`src/rtl/detector_de_flags_if.sv`:
```
`default_nettype none
// ============================================================================
// Module      : detector_de_flags_if
// Description : ALU-result / status-flag bundle between the ALU datapath and
//               the flag detector.
// Revision    : 1.0 - initial release
// ============================================================================
interface detector_de_flags_if #(
    parameter int WIDTH = 32
);
    logic             Enable_overflow;
    logic [WIDTH-1:0] Data_in;
    logic             Signal_A;
    logic             Signal_B;
    logic             Signal_Result;
    logic             Selection_Sum_Sub;
    logic             Overflow;
    logic             Zero;

    // ALU side: drives the result and operand signs, observes the flags.
    modport master (
        output Enable_overflow,
        output Data_in,
        output Signal_A,
        output Signal_B,
        output Signal_Result,
        output Selection_Sum_Sub,
        input  Overflow,
        input  Zero
    );

    // Flag detector side.
    modport slave (
        input  Enable_overflow,
        input  Data_in,
        input  Signal_A,
        input  Signal_B,
        input  Signal_Result,
        input  Selection_Sum_Sub,
        output Overflow,
        output Zero
    );
endinterface : detector_de_flags_if
`default_nettype wire

```
`src/rtl/detector_de_flags.sv`:
```
`default_nettype none
// ============================================================================
// Module      : detector_de_flags
// Description : Registered signed-overflow and zero flags for the 32-bit ALU.
// Revision    : 1.0 - initial release
// ============================================================================
module detector_de_flags #(
    parameter int WIDTH = 32
) (
    input  wire logic             clk,
    input  wire logic             rst_n,
    detector_de_flags_if.slave    bus
);

    logic w_same_sign_ab;
    logic w_result_flipped;
    logic w_ovf_add;
    logic w_ovf_sub;
    logic w_ovf_next;
    logic w_zero_next;

    logic r_overflow;
    logic r_zero;

    // Overflow only when the result sign departs from A while the effective
    // operand signs agree (subtraction negates B, hence the inverted test).
    assign w_same_sign_ab   = (bus.Signal_A == bus.Signal_B);
    assign w_result_flipped = (bus.Signal_Result != bus.Signal_A);
    assign w_ovf_add        =  w_same_sign_ab && w_result_flipped;
    assign w_ovf_sub        = !w_same_sign_ab && w_result_flipped;

    assign w_ovf_next  = bus.Enable_overflow &&
                         (bus.Selection_Sum_Sub ? w_ovf_sub : w_ovf_add);
    assign w_zero_next = (bus.Data_in == '0);

    always_ff @(posedge clk or negedge rst_n) begin
        if (!rst_n) begin
            r_overflow <= 1'b0;
            r_zero     <= 1'b0;
        end else begin
            r_overflow <= w_ovf_next;
            r_zero     <= w_zero_next;
        end
    end

    assign bus.Overflow = r_overflow;
    assign bus.Zero     = r_zero;

endmodule : detector_de_flags
`default_nettype wire

```
`src/flat_wrapper.sv`:
```
// flat-port wrapper written by rule: the top's interface ports become plain ports
module detector_de_flags_flat 
#(
    parameter int WIDTH = 32
)
  (clk, rst_n, bus_Enable_overflow, bus_Data_in, bus_Signal_A, bus_Signal_B, bus_Signal_Result, bus_Selection_Sum_Sub, bus_Overflow, bus_Zero);
  detector_de_flags_if #(.WIDTH(WIDTH)) bus_i ();
  input  wire logic clk;
  input  wire logic rst_n;
  input wire logic [$bits(bus_i.Enable_overflow)-1:0] bus_Enable_overflow;
  input wire logic [$bits(bus_i.Data_in)-1:0] bus_Data_in;
  input wire logic [$bits(bus_i.Signal_A)-1:0] bus_Signal_A;
  input wire logic [$bits(bus_i.Signal_B)-1:0] bus_Signal_B;
  input wire logic [$bits(bus_i.Signal_Result)-1:0] bus_Signal_Result;
  input wire logic [$bits(bus_i.Selection_Sum_Sub)-1:0] bus_Selection_Sum_Sub;
  output wire logic [$bits(bus_i.Overflow)-1:0] bus_Overflow;
  output wire logic [$bits(bus_i.Zero)-1:0] bus_Zero;
  assign bus_i.Enable_overflow = bus_Enable_overflow;
  assign bus_i.Data_in = bus_Data_in;
  assign bus_i.Signal_A = bus_Signal_A;
  assign bus_i.Signal_B = bus_Signal_B;
  assign bus_i.Signal_Result = bus_Signal_Result;
  assign bus_i.Selection_Sum_Sub = bus_Selection_Sum_Sub;
  assign bus_Overflow = bus_i.Overflow;
  assign bus_Zero = bus_i.Zero;
  detector_de_flags #(.WIDTH(WIDTH)) u_core (.clk(clk), .rst_n(rst_n), .bus(bus_i));
endmodule
```
`config.mk`:
```
export PLATFORM = sky130hd
export DESIGN_NAME = detector_de_flags_flat
export DESIGN_NICKNAME = d
export VERILOG_FILES = /design/src/rtl/detector_de_flags_if.sv /design/src/rtl/detector_de_flags.sv /design/src/flat_wrapper.sv
export SDC_FILE = /design/constraint.sdc
export NUM_CORES = 1
export LEC_CHECK = 0
export ABC_CLOCK_PERIOD_IN_PS = 1100
export CAP_MARGIN = 20
export CORE_AREA = 3 3 40 42
export CTS_CLUSTER_SIZE = 25
export DETAILED_ROUTE_END_ITERATION = 10
export DIE_AREA = 0 0 43 45
export PLACE_DENSITY = 0.62
export SYNTH_ARGS = -nofsm -noshare
export SYNTH_HDL_FRONTEND = slang
export SYNTH_SLANG_ARGS = --single-unit
```
`constraint.sdc`:
```
create_clock -name clk -period 1.1 [get_ports clk]
set_clock_uncertainty 0.1 [all_clocks]
set_input_delay 0.22 -clock clk [delete_from_list [all_inputs] [get_ports clk]]
set_output_delay 0.22 -clock clk [all_outputs]
set_load 0.01 [all_outputs]
```
==> metrics.txt, run 1 <==
Critical Path RT 1.14 ns; via density per instance 4.28; synth warn 0; TritonCTS clock tree done; Die Height 45 um; Rows 13; I/O Pins 41; Mapped Nets 57; dpl cells 73; RSZ-0062 raised after global routing true; setup violators final 0; total negative slack 0 ns; worst setup path endpoint u_core.bus.Zero$_DFF_PN0_; leakage power 0.299 nW; WL/cell 11.5 um; Worst-path clk slew 0.03 ns; Port Buffers 40; Syn Std Cell Area 160 sq um; Initial Utilization 12.5%; grt ovf 0; commonest non-fill, non-tap cells in the layout 21 x clkdlybuf4s50_1, 11 x dlygate4sd2_1, 7 x nor4_2; crit path cell chain clkdlybuf4s50_1 -> nor4_2 -> nand4_1 -> nor2_1; internal power 314 uW; Sw Pwr 73.9 uW; final net count 102; Sequential Power Share 19.7%; Hold Crit Class input port to async pin; Crit. Startpoint bus_Data_in[7]; CP Class input port to flip-flop; Layout area overhead 298%; number of antenna violations at the first check in global routing 0; total wire length 873 um; Post-CTS Setup Bufs 0; sw frac 19.1%; total iterations of the first detailed-routing run 3; Finished Layout Cells 76; ANT cells 0; combinational share of power 40.0%; final clock period utilization by the worst path 96.8%; layout cell share with drive strength beyond 1 21.3%; Worst path depth 4; CP max-delay cell clkdlybuf4s50_1; clock share of power 40.2%; CP bufs+invs 1; Fin. Hold Viols 0; PwrDens 608 nW/um^2; Num CTS Buffers 3; vias in the first global route 346; Mean Syn Cell Area 8.90 sq um; CP Max Fanout 1; status finished, final reports clean; root buffer cell clkbuf_4; GPL Wtd Cong 0.617; htree depth 1; max_cap viols 0; Max Freq 939 MHz; largest net degree at the start of global routing 3; DR DRC count 0; arrival time worst endpoint 1.11 ns; relative slew slack 85.5%; ANT nets after route 0; maximum VDD drop 0.165 mV; width of the die 43 um; Max stage delay on crit path 0.41 ns; CTS max path bufs 2; commonest non-fill, non-tap cell in the layout clkdlybuf4s50_1; Vias 325; library cells used by synthesis 9; post-synthesis sequential area ratio 31.3%; first-pass GRT wire length 1280 um; Total GRT Usage 8.91%; post-layout min period 1.06 ns; Die Area 1940 sq um; gate count of the mapped netlist 18; crit path launch type input port; worst slew pin tran 0.216 ns; clock sink total 2; Crit path max-delay family simple AND/OR/NAND/NOR gates; Hold Buf Count CTS 0; initial DRC count 3; core area 1280 sq um; max-slew violation count 0; Setup crit end kind flip-flop; flops & latches, synth 2
-- Yosys cell counts --
library cell	number	area share, %
nor2_1	1	2.3
mux2i_1	1	6.3
dfrtp_1	2	31
nand4_1	2	7.8
nor4_1	7	27
and2_1	1	3.9
nand2b_1	2	7.8
xnor2_1	1	5.5
nor4_2	1	7.8
-- per-layer routing --
| layer | up-vias | track usage [%] | part of all wire (%) |
|---|---|---|---|
| met2 | 28 | 14.7 | 44 |
| met1 | 135 | 10.4 | 42 |
| met3 | 0 | 2.39 | 14 |
| met5 | - | 0 | 0 |
| met4 | 0 | 5.42 | 0 |
| li1 | 162 | - | - |
-- kinds of logic (layout without fill, tap and decap cells) --
kind of cell | after synthesis | in the layout | share of synthesized area (%)
muxes | 1 | 1 | 6.25
and+or+nand+nor | 14 | 14 | 57.0
DFF | 2 | 2 | 31.3
buffers and inverters | 0 | 43 | 0
xor gates and xnor gates | 1 | 1 | 5.47
-- what timing repair did --
| action | CTS | global route |
|---|---|---|
| setup endpoints to repair | 3 | 2 |
| resized for setup | 22 | 10 |
| pin swaps | 10 | 8 |
-- through the flow --
stage | hold WS, ns | util [%] | setup slack, ns | power, mW | cell area [sq um]
detailed placement | 0.293 | 45.1 | -0.294 | 0.238 | 579
global placement | 0.294 | 45.1 | -0.252 | 0.238 | 579
finish | 0.0624 | 49.7 | 0.0351 | 0.388 | 638
floorplan | -0.176 | - | 0.259 | 0.0953 | 160
global route | 0.0540 | 49.7 | -0.0420 | 0.420 | 638
CTS | 0.0591 | 46.4 | 0.000749 | 0.392 | 597
-- flip-flops by register name (all words and copies together) (netlist names) --
name                 flops
u_core.bus.Overflow      1
u_core.bus.Zero          1
-- layout make-up --
class | instances | area (sq um)
Sequential cell | 2 | 50.0
Fill cell | 149 | 647
Multi-Input combinational cell | 16 | 155
Clock buffer | 3 | 22.5
Tap cell | 15 | 18.8
Timing Repair Buffer | 40 | 392
-- power groups by stage --
stage / clock network [mW] / registers [mW] / logic [mW]
global placement: 0 / 0.0774 / 0.160
floorplan: 0 / 0.0787 / 0.0166
detailed placement: 0 / 0.0774 / 0.161
global route: 0.178 / 0.0770 / 0.166
finish: 0.156 / 0.0765 / 0.155
CTS: 0.164 / 0.0765 / 0.151
-- worst min-delay path by stage --
stage,startpoint,endpoint,slack [ns],cells after the start
CTS,rst_n,u_core.bus.Zero$_DFF_PN0_,0.06,1
finish,rst_n,u_core.bus.Zero$_DFF_PN0_,0.06,1
detailed placement,rst_n,u_core.bus.Overflow$_DFF_PN0_,0.29,1
global placement,rst_n,u_core.bus.Overflow$_DFF_PN0_,0.29,1
global route,rst_n,u_core.bus.Zero$_DFF_PN0_,0.05,1
floorplan,rst_n,u_core.bus.Overflow$_DFF_PN0_,-0.18,0
Power figures use the tool's default switching activity.
==> inputs of run 2 (changes only) <==
Settings changed: CAP_MARGIN 20 to not set, MAX_ROUTING_LAYER set to met4.
==> run 2 against run 1 <==
Global-route usage rose by 0.27 points. Cell count did not move. Via count did not move. Count of clock-buffer cells in the layout did not move. Maximum frequency did not move. Setup slack did not move. Combinational power barely moved. Final area did not move. Wire length did not move. Total power barely moved. Critical endpoint unchanged. Largest cell class unchanged.
==> metrics.txt, run 2 (synthesis gave the netlist of run 1 again) <==
Critical Path RT 1.14 ns (about the same); GPL Wtd Cong 0.621 (was 0.617); worst slew pin tran 0.216 ns (unchanged); crit path launch type input port (unchanged); Max Freq 939 MHz (unchanged); htree depth 1 (unchanged); total iterations of the first detailed-routing run 3 (unchanged); core area 1280 sq um (unchanged); final hold slack 0.0624 ns (unchanged); CP Class input port to flip-flop (unchanged); I/O Pins 41 (unchanged); total negative slack 0 ns (unchanged); Vias 325 (unchanged); grt ovf 0 (unchanged); DP Worst Slack -0.294 ns (unchanged); width of the die 43 um (unchanged); Worst-path clk slew 0.03 ns (about the same); number of antenna violations at the first check in global routing 0 (unchanged); Post-CTS Setup Bufs 0 (unchanged); Port Buffers 40 (unchanged); Die Height 45 um (unchanged); PwrDens 608 nW/um^2 (about the same); layout cell share with drive strength beyond 1 21.3% (unchanged); maximum VDD drop 0.164 mV (was 0.165 mV); final clock period utilization by the worst path 96.8% (unchanged); CP bufs+invs 1 (unchanged); final net count 102 (unchanged); Total GRT Usage 9.18% (was 8.91%); Cell Area, Placed 579 sq um (unchanged); commonest non-fill, non-tap cells in the layout 21 x clkdlybuf4s50_1, 11 x dlygate4sd2_1, 7 x nor4_2 (unchanged); commonest non-fill, non-tap cell in the layout clkdlybuf4s50_1 (unchanged); Hold Crit Class input port to async pin (unchanged); Rows 13 (unchanged); WL/cell 11.5 um (unchanged); status finished, final reports clean (unchanged); Max stage delay on crit path 0.41 ns (about the same); relative slew slack 85.5% (unchanged); vias in the first global route 346 (unchanged); max-slew violation count 0 (unchanged); final instance area 638 sq um (unchanged); CP max-delay cell clkdlybuf4s50_1 (unchanged); Num CTS Buffers 3 (unchanged); post-layout min period 1.06 ns (unchanged); Initial Utilization 12.5% (unchanged); Die Area 1940 sq um (unchanged); DR DRC count 0 (unchanged); ANT cells 0 (unchanged); leakage power 0.299 nW (unchanged); via density per instance 4.28 (unchanged); largest net degree at the start of global routing 3 (unchanged); root buffer cell clkbuf_4 (unchanged); setup violators final 0 (unchanged); Layout area overhead 298% (unchanged); dpl cells 73 (unchanged); max_cap viols 0 (unchanged); initial DRC count 3 (unchanged); clock sink total 2 (unchanged); Hold Buf Count CTS 0 (unchanged); RSZ-0062 raised after global routing true (unchanged); Fin. Hold Viols 0 (unchanged); ANT nets after route 0 (unchanged); Crit. Startpoint bus_Data_in[7] (unchanged); setup ws final 0.0351 ns (unchanged); Finished Layout Cells 76 (unchanged); Crit path max-delay family simple AND/OR/NAND/NOR gates (unchanged); total wire length 873 um (unchanged); TritonCTS clock tree done (unchanged); CTS max path bufs 2 (unchanged); arrival time worst endpoint 1.11 ns (about the same); Filler Cells Inserted 149 (unchanged); Worst path depth 4 (unchanged); crit path cell chain clkdlybuf4s50_1 -> nor4_2 -> nand4_1 -> nor2_1 (unchanged); Setup crit end kind flip-flop (unchanged); CP Max Fanout 1 (unchanged); first-pass GRT wire length 1280 um (unchanged)
==> run 2: repair_timing <==
item,in CTS,in global routing
gates resized for setup,22,10
pin swaps,10,8
setup endpoints to repair,3,2
==> run 2: worst max path at each step <==
stage | endpoint | slack, ns
2_1_floorplan | u_core.bus.Overflow$_DFF_PN0_ | 0.26
3_3_place_gp | u_core.bus.Zero$_DFF_PN0_ | -0.25
3_5_place_dp | u_core.bus.Zero$_DFF_PN0_ | -0.29
4_1_cts | u_core.bus.Zero$_DFF_PN0_ | 0.0007
5_1_grt | u_core.bus.Zero$_DFF_PN0_ | -0.04
6_report | u_core.bus.Zero$_DFF_PN0_ | 0.04
==> run 2: through the flow <==
stage,utilization [%],power (mW)
after CTS,46.4,0.392
final,49.7,0.388
after floorplan,-,0.0953
after global routing,49.7,0.420
after global placement,45.1,0.238
after detailed placement,45.1,0.238
==> run 2: area by class of cell <==
cell class | count | area, sq um | area share [%]
multi-input cells | 16 | 155 | 24.3
repair buffers | 40 | 392 | 61.4
clock buffers | 3 | 22.5 | 3.53
flip-flops and latches | 2 | 50.0 | 7.84
well taps | 15 | 18.8 | 2.94
==> run 2: routing by layer <==
layer / vias to the layer above / global-route usage [%] / share of wire [%]
met3: 0 / 1.99 / 14
li1: 162 / - / -
met5: - / - / 0
met4: 0 / 5.42 / 0
met1: 135 / 10.6 / 42
met2: 28 / 14.7 / 44
==> run 2: power breakdown <==
group	internal, mW	total (mW)	switching [mW]
Combinational	0.118	0.155	0.0375
Clock	0.120	0.156	0.0361
Sequential	0.0762	0.0765	0.000316
